`config.mk`:
```
export PLATFORM = sky130hd
export DESIGN_NAME = class_pio_master
export DESIGN_NICKNAME = d
export VERILOG_FILES = /design/src/rtl/class_pio_master.sv
export SDC_FILE = /design/constraint.sdc
export NUM_CORES = 1
export LEC_CHECK = 0
export BUFFER_PORTS_ARGS = -buffer_cell sky130_fd_sc_hd__clkbuf_2
export CAP_MARGIN = 20
export CELL_PAD_IN_SITES_DETAIL_PLACEMENT = 0
export CELL_PAD_IN_SITES_GLOBAL_PLACEMENT = 1
export CORE_MARGIN = 2
export CORE_UTILIZATION = 35
export DETAILED_ROUTE_END_ITERATION = 10
export PLACE_DENSITY = 0.84
export SYNTH_ARGS = -nofsm -noshare
export SYNTH_HDL_FRONTEND = slang
export SYNTH_SLANG_ARGS = --single-unit
```
`constraint.sdc`:
```
create_clock -name clk -period 4.8 [get_ports clk]
set_clock_uncertainty 0.1 [all_clocks]
set_input_delay 0.96 -clock clk [delete_from_list [all_inputs] [get_ports clk]]
set_output_delay 0.96 -clock clk [all_outputs]
set_load 0.005 [all_outputs]
```
`src/rtl/class_pio_master.sv`:
```
// Initiator side of the classifier PIO port: turns single host register accesses into
// tick-paced start/address/data phases and returns read data or a timeout error.
module class_pio_master #(
    parameter int PIO_NBITS     = 32,
    parameter int TIMEOUT_TICKS = 255,
    parameter int TO_WIDTH      = $clog2(TIMEOUT_TICKS + 1)
) (
    input  logic                 clk,
    input  logic                 rst,
    input  logic                 req_vld,
    output logic                 req_rdy,
    input  logic                 req_rw,
    input  logic [PIO_NBITS-1:0] req_addr,
    input  logic [PIO_NBITS-1:0] req_wdata,
    output logic                 rsp_vld,
    output logic                 rsp_err,
    output logic [PIO_NBITS-1:0] rsp_rdata,
    output logic                 pio_start,
    output logic                 pio_rw,
    output logic [PIO_NBITS-1:0] pio_addr_wdata,
    input  logic                 clk_div,
    input  logic                 pio_ack,
    input  logic                 pio_rvalid,
    input  logic [PIO_NBITS-1:0] pio_rdata
);

    typedef enum logic [2:0] {
        ST_IDLE       = 3'd0,
        ST_ADDR       = 3'd1,
        ST_DATA       = 3'd2,
        ST_WAIT_ACK   = 3'd3,
        ST_WAIT_RDATA = 3'd4,
        ST_RESP       = 3'd5
    } state_t;

    localparam logic [TO_WIDTH-1:0] TO_LAST = TO_WIDTH'(TIMEOUT_TICKS - 1);

    state_t                r_state;
    state_t                w_state_d;
    logic                  r_clk_div_q;
    logic                  w_tick;
    logic                  w_hs;
    logic [TO_WIDTH-1:0]   r_cnt;
    logic [TO_WIDTH-1:0]   w_cnt_d;
    logic                  r_rw;
    logic [PIO_NBITS-1:0]  r_addr;
    logic [PIO_NBITS-1:0]  r_wdata;
    logic                  r_req_rdy;
    logic                  r_rsp_vld;
    logic                  w_rsp_vld_d;
    logic                  r_rsp_err;
    logic                  w_rsp_err_d;
    logic [PIO_NBITS-1:0]  r_rsp_rdata;
    logic [PIO_NBITS-1:0]  w_rsp_rdata_d;
    logic                  r_pio_start;
    logic                  w_pio_start_d;
    logic                  r_pio_rw;
    logic                  w_pio_rw_d;
    logic [PIO_NBITS-1:0]  r_pio_aw;
    logic [PIO_NBITS-1:0]  w_pio_aw_d;
    logic                  w_done;
    logic                  w_err;
    logic [PIO_NBITS-1:0]  w_rdata;

    // clk_div is a level from another domain's divider; only its rising edge paces us
    assign w_tick = clk_div & ~r_clk_div_q;
    assign w_hs   = req_vld & r_req_rdy;

    assign req_rdy        = r_req_rdy;
    assign rsp_vld        = r_rsp_vld;
    assign rsp_err        = r_rsp_err;
    assign rsp_rdata      = r_rsp_rdata;
    assign pio_start      = r_pio_start;
    assign pio_rw         = r_pio_rw;
    assign pio_addr_wdata = r_pio_aw;

    // Next-state and next-output decode; every wait-state decision happens on a tick only
    always_comb begin
        w_state_d     = r_state;
        w_cnt_d       = r_cnt;
        w_pio_start_d = r_pio_start;
        w_pio_rw_d    = r_pio_rw;
        w_pio_aw_d    = r_pio_aw;
        w_rsp_vld_d   = 1'b0;
        w_rsp_err_d   = r_rsp_err;
        w_rsp_rdata_d = r_rsp_rdata;
        w_done        = 1'b0;
        w_err         = 1'b0;
        w_rdata       = {PIO_NBITS{1'b0}};
        case (r_state)
            ST_IDLE: begin
                if (w_hs) begin
                    w_state_d = ST_ADDR;
                end else begin
                    w_state_d = ST_IDLE;
                end
            end
            ST_ADDR: begin
                if (w_tick) begin
                    w_pio_start_d = 1'b1;
                    w_pio_rw_d    = r_rw;
                    w_pio_aw_d    = r_addr;
                    w_state_d     = ST_DATA;
                end else begin
                    w_state_d = ST_ADDR;
                end
            end
            ST_DATA: begin
                if (w_tick) begin
                    w_pio_start_d = 1'b0;
                    w_pio_aw_d    = r_rw ? r_wdata : r_addr;
                    w_cnt_d       = {TO_WIDTH{1'b0}};
                    w_state_d     = ST_WAIT_ACK;
                end else begin
                    w_state_d = ST_DATA;
                end
            end
            ST_WAIT_ACK: begin
                if (w_tick) begin
                    if (pio_ack) begin
                        if (r_rw) begin
                            w_done = 1'b1;
                        end else if (pio_rvalid) begin
                            w_done  = 1'b1;
                            w_rdata = pio_rdata;
                        end else begin
                            w_cnt_d   = {TO_WIDTH{1'b0}};
                            w_state_d = ST_WAIT_RDATA;
                        end
                    end else if (r_cnt == TO_LAST) begin
                        w_done = 1'b1;
                        w_err  = 1'b1;
                    end else begin
                        w_cnt_d = r_cnt + TO_WIDTH'(1);
                    end
                end else begin
                    w_state_d = ST_WAIT_ACK;
                end
            end
            ST_WAIT_RDATA: begin
                if (w_tick) begin
                    if (pio_rvalid) begin
                        w_done  = 1'b1;
                        w_rdata = pio_rdata;
                    end else if (r_cnt == TO_LAST) begin
                        w_done = 1'b1;
                        w_err  = 1'b1;
                    end else begin
                        w_cnt_d = r_cnt + TO_WIDTH'(1);
                    end
                end else begin
                    w_state_d = ST_WAIT_RDATA;
                end
            end
            ST_RESP: begin
                w_state_d = ST_IDLE;
            end
            default: begin
                w_state_d = ST_IDLE;
            end
        endcase
        // Completion (success or timeout) always funnels through the one-cycle RESP state
        if (w_done) begin
            w_state_d     = ST_RESP;
            w_rsp_vld_d   = 1'b1;
            w_rsp_err_d   = w_err;
            w_rsp_rdata_d = w_rdata;
            w_pio_aw_d    = {PIO_NBITS{1'b0}};
        end else begin
            w_rsp_vld_d = 1'b0;
        end
    end

    // State, request capture and registered outputs
    always_ff @(posedge clk) begin
        if (rst) begin
            r_state     <= ST_IDLE;
            r_clk_div_q <= 1'b0;
            r_cnt       <= {TO_WIDTH{1'b0}};
            r_rw        <= 1'b0;
            r_addr      <= {PIO_NBITS{1'b0}};
            r_wdata     <= {PIO_NBITS{1'b0}};
            r_req_rdy   <= 1'b0;
            r_rsp_vld   <= 1'b0;
            r_rsp_err   <= 1'b0;
            r_rsp_rdata <= {PIO_NBITS{1'b0}};
            r_pio_start <= 1'b0;
            r_pio_rw    <= 1'b0;
            r_pio_aw    <= {PIO_NBITS{1'b0}};
        end else begin
            r_state     <= w_state_d;
            r_clk_div_q <= clk_div;
            r_cnt       <= w_cnt_d;
            r_req_rdy   <= (w_state_d == ST_IDLE);
            r_rsp_vld   <= w_rsp_vld_d;
            r_rsp_err   <= w_rsp_err_d;
            r_rsp_rdata <= w_rsp_rdata_d;
            r_pio_start <= w_pio_start_d;
            r_pio_rw    <= w_pio_rw_d;
            r_pio_aw    <= w_pio_aw_d;
            if (w_hs) begin
                r_rw    <= req_rw;
                r_addr  <= req_addr;
                r_wdata <= req_wdata;
            end else begin
                r_rw    <= r_rw;
                r_addr  <= r_addr;
                r_wdata <= r_wdata;
            end
        end
    end

endmodule

```
==> impl_metrics.tcl, run 1 <==
set metrics [dict create \
    cp-end-kind "flop" \
    dp_cells 1034 \
    cp_slowest_cell "or2_2" \
    synth_edf_count 0 \
    whs_ns 0.351 \
    ctsResizeCount 0 \
    critPathMaxFanout 35 \
    fillers 1726 \
    tns_ns 0 \
    setup_slack_ns 2.17 \
    rrSetupSlack_ns 2.17 \
    start_util_pct 35.6 \
    layout.nets 938 \
    setup_viol 0 \
    grt_use_total_pct 16.9 \
    ir_drop_mv 0.285 \
    crit_required_ns 4.97 \
    clock_latency_ns 0.42 \
    max_freq_mhz 380 \
    drive_gt1_share_pct 26.5 \
    totalWireLength_um 14700 \
    ys_ff_latch 146 \
    status "completed" \
    die_w_um 133 \
    worst_path_dominant_cell_family "simple AND/OR/NAND/NOR gates" \
    post_synth.cell_area_avg_sq_um 8.45 \
    cts_buffer_depth 2 \
    timing.final.crit_share_pct 54.8 \
    place_area_sq_mm 0.00678 \
    cts_buffers 17 \
    power.density_mw_per_mm2 382 \
    coreArea_sq_mm 0.0165 \
    fp.dieH_um 133 \
    htreeDepth 4 \
    slew_headroom_pct 28.6 \
    gp_congestion 0.772 \
    synth_cells 694 \
    crit_chain "or3b_1 > a211oi_2 > o21a_2 > or2_2 > o21ai_0" \
    hold_path.class "reg2reg" \
    hold_viol_final 0 \
    ys_warn_count 0 \
    leakage_nw 2.78 \
    ios 172 \
    post-cts-setup-buffers 0 \
    async_flop_share_pct 0 \
    worst_pin_slew_ns 1.07 \
    ctsHoldBuffers 0 \
    holdCritStartpoint "r_addr[2]" \
    final_util_pct 44.5 \
    worstSetupPathType "reg2reg" \
    cap_viol_max_count 0 \
    p_total_mw 2.80 \
    fin_area_sq_mm 0.00733 \
    ant_nets 0 \
    cp-start-kind "flop" \
    clock-root-buffer "clkbuf_16" \
    synthFlopType "dfxtp_1" \
    fin_cells 1064 \
    post-place-ws_ns 1.79 \
    dieArea_sq_mm 0.0178 \
    slew_violations 0 \
    n_antenna_cell 0 \
    hpwl_um 10200 \
    cts.reportedPaths.clkPinSlew_ns 0.06 \
    critPathLaunch "r_state[2]" \
    antenna_found_initial 0 \
    rows 47 \
    worstPathArrival_ns 2.80 \
    grt_max_degree 81 \
    wl_per_cell_um 13.8 \
    syn2layout_area_growth_pct 24.9 \
    port-buffer-count 171 \
    cts_tree "yes" \
    rsz0062_at_grt "false" \
    critPathMaxStageDelay_ns 0.66 \
    syn-cell-area_sq_mm 0.00587 \
    cts_sinks 146 \
    dr.pass1.iters 4 \
    grt_pass1_wl_um 23900 \
    drtIter0Drc 339 \
    grt_pass1_vias 4772 \
    r2r-start "r_state[2]" \
    grt_overflow_total 0 \
    finalCriticalPeriod_ns 2.63 \
    routed_via_density 4.77 \
    yosysSeqAreaShare_pct 49.8 \
    synthesis.nets 799 \
    crit_buf_inv 0 \
    num_vias 5075 \
    yosys.cell_types.count 49 \
    post-route-drc-count 0 \
]
-- cells in the mapped netlist, types with 5 or more instances --
master | instances | area share [%]
mux2i_1 | 34 | 5.8
buf_6 | 8 | 1.5
nor2_1 | 42 | 2.7
dfxtp_1 | 146 | 50
nand3_1 | 36 | 3.1
buf_4 | 5 | 0.64
buf_2 | 6 | 0.51
o21ai_0 | 38 | 3.2
a21oi_1 | 76 | 6.5
clkbuf_1 | 34 | 2.2
inv_1 | 6 | 0.38
a211oi_1 | 28 | 3.6
nand2_1 | 172 | 11
a211oi_2 | 11 | 2.3
-- logic make-up (layout without fill, tap and decap cells) --
kind of cell             after synthesis  count (layout)  share of synthesized area [%]
AO/OA/AOI/OAI                        169             169                           17.9
multiplexers                          34              34                           5.80
XOR/XNOR                               1               1                          0.149
buffers and inverters                 65             215                           5.86
flip-flops                           146             146                           49.8
AND/OR/NAND/NOR                      277             277                           20.0
adder cells (fa/ha/maj)                2               2                          0.426
-- state kept, by name, indices dropped and copies added (netlist names), 3 cells and up --
signal	cells
pio_addr_wdata	32
r_addr	32
r_cnt	8
r_state	3
r_wdata	32
rsp_rdata	32
-- per-layer routing --
metal	global-route usage [%]	share of wire (%)	vias up
met4	6.80	2.2	0
li1	-	-	2652
met5	0	0	-
met3	4.41	3.7	24
met2	27.1	48	98
met1	21.7	46	2301
-- report_power, final --
part           leakage (nW)  switching [mW]  internal [mW]  total (mW)
Sequential             1.18          0.0375           1.27        1.31
Clock                 0.258           0.488          0.755        1.24
Combinational          1.34           0.144          0.108       0.252
-- final timing paths --
path | end | depth (start not counted)
worst max register to register | rsp_err | 5
worst max-delay path | rsp_err | 5
worst min-delay path | r_addr[2] | 2
worst min register to register | r_addr[2] | 2
-- tightest hold or removal path, cell delays in order, from the launching register on --
cell     delay, ns
dfxtp_1       0.31
nand2_1       0.05
a21oi_1       0.05
-- area by class of cell --
type                    count  area [sq um]  area share, %
multi-input cells         483          2610           35.6
inverters                   7          26.3          0.359
clock buffers              20           437           5.96
flip-flops and latches    146          2920           39.9
repair buffers            178           941           12.8
clock inverters            10           114           1.55
well taps                 220           275           3.76
-- layout by cell type (no fill, tap or decap), types with 4 or more instances in the layout --
cell type / n
mux2i_1: 34
nand3_1: 36
dfxtp_1: 146
nor2_1: 42
clkbuf_2: 170
inv_1: 6
a21oi_1: 76
nand2b_1: 4
nand2_1: 171
o21ai_0: 38
buf_4: 5
a211oi_1: 28
clkbuf_16: 17
a211oi_2: 11
clkinvlp_4: 4
Power figures use the tool's default switching activity.
==> run 2, diff against run 1 <==
Clock period 4.8 ns to 2.5 ns, I/O delays scaled along.
==> run 2 against run 1 <==
Cell count grew 1.2%. Non-clock buffer count increased by 11. Global-route usage is 0.19 points lower. Design area grew 1.7%. Fmax grew 21%. Register-to-register slack got worse by 1.8 ns. Sequential power rose by 91%. First-iteration DRC count decreased by 17%. Critical endpoint is now rsp_rdata[17].
==> impl_metrics.tcl, run 2 (synthesis gave the netlist of run 1 again) <==
set metrics [dict create \
    cp-start-kind "flop" \
    finalCriticalPeriod_ns 2.18 \
    power.density_mw_per_mm2 738 \
    cp-end-kind "flop" \
    slew_violations 0 \
    wl_per_cell_um 13.8 \
    dieArea_sq_mm 0.0178 \
    final_cell_mix "171 x nand2_1, 170 x clkbuf_2, 146 x dfxtp_1, 76 x a21oi_1, 42 x nor2_1" \
    antenna_found_initial 0 \
    cts_buffers 17 \
    critPathLaunch "r_state[1]" \
    n_antenna_cell 0 \
    drtIter0Drc 282 \
    layout.nets 949 \
    holdCritStartpoint "req_addr[13]" \
    dr.pass1.iters 4 \
    cts.reportedPaths.clkPinSlew_ns 0.06 \
    post-cts-setup-buffers 0 \
    ir_drop_mv 0.469 \
    fp.dieH_um 133 \
    seqCellArea_sq_mm 0.00292 \
    grt_pass1_wl_um 23800 \
    critPathMaxFanout 66 \
    multi_input_area_sq_mm 0.00261 \
    grt_max_degree 67 \
    clock_latency_ns 0.41 \
    grt_pass1_vias 4651 \
    ctsHoldBuffers 0 \
    fillers 1732 \
    ctsResizeCount 0 \
    grt_overflow_total 0 \
    cap_viol_max_count 0 \
    htreeDepth 4 \
    start_util_pct 35.6 \
    coreArea_sq_mm 0.0165 \
    rsz0062_at_grt "false" \
    setup_viol 0 \
    cts_buffer_depth 2 \
    gp_congestion 0.791 \
    cts_tree "yes" \
    r2r-start "r_state[1]" \
    max_freq_mhz 460 \
    clock-root-buffer "clkbuf_16" \
    ant_nets 0 \
    worstSetupPathType "reg2reg" \
    final_common_cell "nand2_1" \
    drive_gt1_share_pct 27.5 \
    ios 172 \
    die_w_um 133 \
    worstPathArrival_ns 2.33 \
    dp_cells 1045 \
    slew_headroom_pct 54.8 \
    hpwl_um 10100 \
    syn2layout_area_growth_pct 27.0 \
    hold_viol_final 0 \
    num_vias 5047 \
    worst_pin_slew_ns 0.678 \
    crit_required_ns 2.66 \
    fin_cells 1077 \
    port-buffer-count 171 \
    cts_sinks 146 \
    timing.final.crit_share_pct 87.0 \
    tns_ns 0 \
    hold_path.class "in2reg" \
    grt_use_total_pct 16.7 \
    totalWireLength_um 14800 \
    rows 47 \
    post-route-drc-count 0 \
    status "completed" \
    routed_via_density 4.69 \
    leakage_nw 2.86 \
]
==> run 2: cell types whose count changed in the layout (fill, tap and decap cells not counted), moves of 2 or more <==
cell        previous run  this run
buf_4                  5        15
buf_12                 1         3
clkinvlp_4             4         2
clkbuf_8               0         3
==> run 2: through the flow <==
step / setup slack, ns / power, mW / util, % / hold WS [ns] / instance area (sq um)
after global placement: 0.264 / 3.06 / 41.7 / 0.341 / 6860
final: 0.325 / 5.50 / 45.2 / 0.199 / 7450
after global routing: 0.146 / 5.75 / 45.2 / 0.193 / 7450
after floorplan: 0.543 / 2.84 / - / 0.336 / 5870
after CTS: 0.329 / 5.57 / 45.2 / 0.185 / 7450
after detailed placement: 0.226 / 3.07 / 41.7 / 0.345 / 6860
==> run 2: layout make-up <==
| cell class | instances | share of cell area, % |
|---|---|---|
| clock buffer | 24 | 6.47 |
| clock inverter | 8 | 1.38 |
| inverter | 7 | 0.353 |
| multi-input combinational | 483 | 35.1 |
| sequential | 146 | 39.2 |
| tap | 220 | 3.70 |
| timing repair buffer | 189 | 13.8 |
==> run 2: worst paths after layout <==
| path | slack (ns) | cells after the start | end |
|---|---|---|---|
| setup / recovery | 0.32 | 5 | rsp_rdata[17] |
| setup reg to reg | 0.32 | 5 | rsp_rdata[17] |
| hold / removal | 0.20 | 3 | r_addr[13] |
| hold reg to reg | 0.35 | 2 | r_wdata[16] |
==> run 2: per-layer routing <==
metal  vias to the layer above  share of wire [%]  track usage, %
li1                       2678                  -               -
met1                      2266                 46            21.6
met2                        89                 49            27.4
met3                        14                3.8            4.00
met4                         0                1.2            5.67
met5                         -                  0               0
==> run 2: power by group <==
part / switching, mW / total (mW) / internal, mW
combinational: 0.292 / 0.512 / 0.220
sequential: 0.0592 / 2.50 / 2.44
clock: 0.942 / 2.49 / 1.55
==> run 2: critical path, cell delays in order, from the launching register on <==
cell and delay (ns):
dfxtp_1 0.30, or3b_1 0.47, a211oi_2 0.29, o21a_2 0.17
buf_4 0.47, o21ai_0 0.20
==> run 3, diff against run 2 <==
Clock period 2.5 ns to 2.2 ns, I/O delays scaled along.
==> run 3 against run 2 <==
Register-to-register slack worse by 0.14 ns. Global-route usage is 0.57 points higher. Via count is 2.6% higher. Power is 18% higher. Critical path depth is 3 higher. Sequential cell count stayed put. Largest cell class unchanged. Largest power group is now clock. Highest routed layer unchanged.
==> impl_metrics.tcl, run 3 (synthesis gave the netlist of run 1 again) <==
set metrics [dict create \
    status "completed" \
    cap_viol_max_count 0 \
    timing.final.crit_share_pct 91.8 \
    ant_nets 0 \
    port-buffer-count 171 \
    cts_buffer_depth 2 \
    grt_max_degree 67 \
    cp-start-kind "flop" \
    clock_latency_ns 0.42 \
    multi_input_area_sq_mm 0.00262 \
    dr.pass1.iters 5 \
    dieArea_sq_mm 0.0178 \
    slew_violations 0 \
    crit_chain "inv_1 > ha_1 > nand4_1 > a211oi_2 > o21a_2 > or2_2 > buf_12 > a211oi_1" \
    worstPathArrival_ns 2.25 \
    critPathMaxFanout 34 \
    totalWireLength_um 15100 \
    fp.dieH_um 133 \
    hold_path.class "in2reg" \
    cts.reportedPaths.clkPinSlew_ns 0.06 \
    crit_buf_inv 2 \
    seqCellArea_sq_mm 0.00292 \
    worst_pin_slew_ns 0.388 \
    num_vias 5177 \
    grt_use_total_pct 17.3 \
    post-route-drc-count 0 \
    cp-end-kind "flop" \
    layout.nets 955 \
    max_freq_mhz 495 \
    cp_slowest_cell "dfxtp_1" \
    setup_viol 0 \
    crit_required_ns 2.43 \
    cts_tree "yes" \
    rows 47 \
    gp_congestion 0.813 \
    grt_pass1_vias 4887 \
    clock-root-buffer "clkbuf_16" \
    leakage_nw 2.92 \
    ios 172 \
    fillers 1700 \
    htreeDepth 4 \
    worst_path_dominant_cell_family "compound AO/OA/AOI/OAI gates" \
    ir_drop_mv 0.553 \
    coreArea_sq_mm 0.0165 \
    power.density_mw_per_mm2 853 \
    cts_sinks 146 \
    drive_gt1_share_pct 28.2 \
    tns_ns 0 \
    hpwl_um 10300 \
    finalCriticalPeriod_ns 2.02 \
    final_common_cell "nand2_1" \
    ctsHoldBuffers 0 \
    cts_buffers 17 \
    hold_viol_final 0 \
    post-place-ws_ns 0.0697 \
    die_w_um 133 \
    wl_per_cell_um 13.9 \
    setup_slack_ns 0.180 \
    grt_pass1_wl_um 24400 \
    start_util_pct 35.6 \
    antenna_found_initial 1 \
    drtIter0Drc 347 \
    slew_headroom_pct 74.1 \
    critPathMaxStageDelay_ns 0.40 \
    rsz0062_at_grt "false" \
    final_cell_mix "171 x nand2_1, 170 x clkbuf_2, 146 x dfxtp_1, 76 x a21oi_1, 42 x nor2_1" \
    routed_via_density 4.78 \
    grt_overflow_total 0 \
    syn2layout_area_growth_pct 29.2 \
    worstSetupPathType "reg2reg" \
]
-- run 3: cell types whose count changed in the layout (fill, tap and decap cells not counted) --
cell       change
clkbuf_8       -1
bufinv_16      +2
buf_12         +3
diode_2        +1
nor4b_1        -1
nor4b_2        +1
clkinv_4       -1
buf_4          +3
-- run 3: worst paths after layout --
kind / from / to / slack, ns / cells past startpoint
max reg2reg: r_cnt[0] / pio_addr_wdata[1] / 0.18 / 8
min reg2reg: r_wdata[18] / r_wdata[18] / 0.35 / 2
max: r_cnt[0] / pio_addr_wdata[1] / 0.18 / 8
min: pio_rdata[1] / rsp_rdata[1] / 0.14 / 3
-- run 3: cell type report --
class | count | share of cell area (%)
Tap cell | 220 | 3.63
Clock buffer | 23 | 6.18
Inverter | 7 | 0.347
Multi-Input combinational cell | 483 | 34.5
Clock inverter | 9 | 2.03
Timing Repair Buffer | 195 | 14.7
Antenna cell | 1 | 0.0330
Sequential cell | 146 | 38.6
-- run 3: what timing repair did --
| item | 4_1_cts | 5_1_grt |
|---|---|---|
| gates resized for setup | 0 | 1 |
| setup buffers | 0 | 0 |
| endpoints found under the hold margin | 0 | 0 |
| setup endpoints to repair | 0 | 2 |
-- run 3: where the power goes --
part,internal (mW),switching [mW],total (mW)
logic,0.258,0.334,0.592
clock network,1.96,1.08,3.03
registers,2.77,0.0700,2.84
-- run 3: through the flow --
stage               instances  hold WS, ns  area, sq um  power (mW)  utilization [%]
floorplan                 694        0.336         5870        3.23                -
global placement         1051        0.336         6950        3.49             42.2
detailed placement       1051        0.346         6950        3.49             42.2
CTS                      1083        0.119         7570        6.53             46.0
global route             1083        0.125         7570        6.74             46.0
finish                   1084        0.138         7580        6.47             46.0
-- run 3: layer usage --
layer	track usage, %	share of wire [%]
met5	0	0
met4	6.03	1.9
met3	4.98	4.8
met2	28.0	48
met1	22.1	45
-- run 3: worst min-delay path: stages --
cell      delay, ns
clkbuf_2       0.07
nand3_1        0.05
o21ai_0        0.06
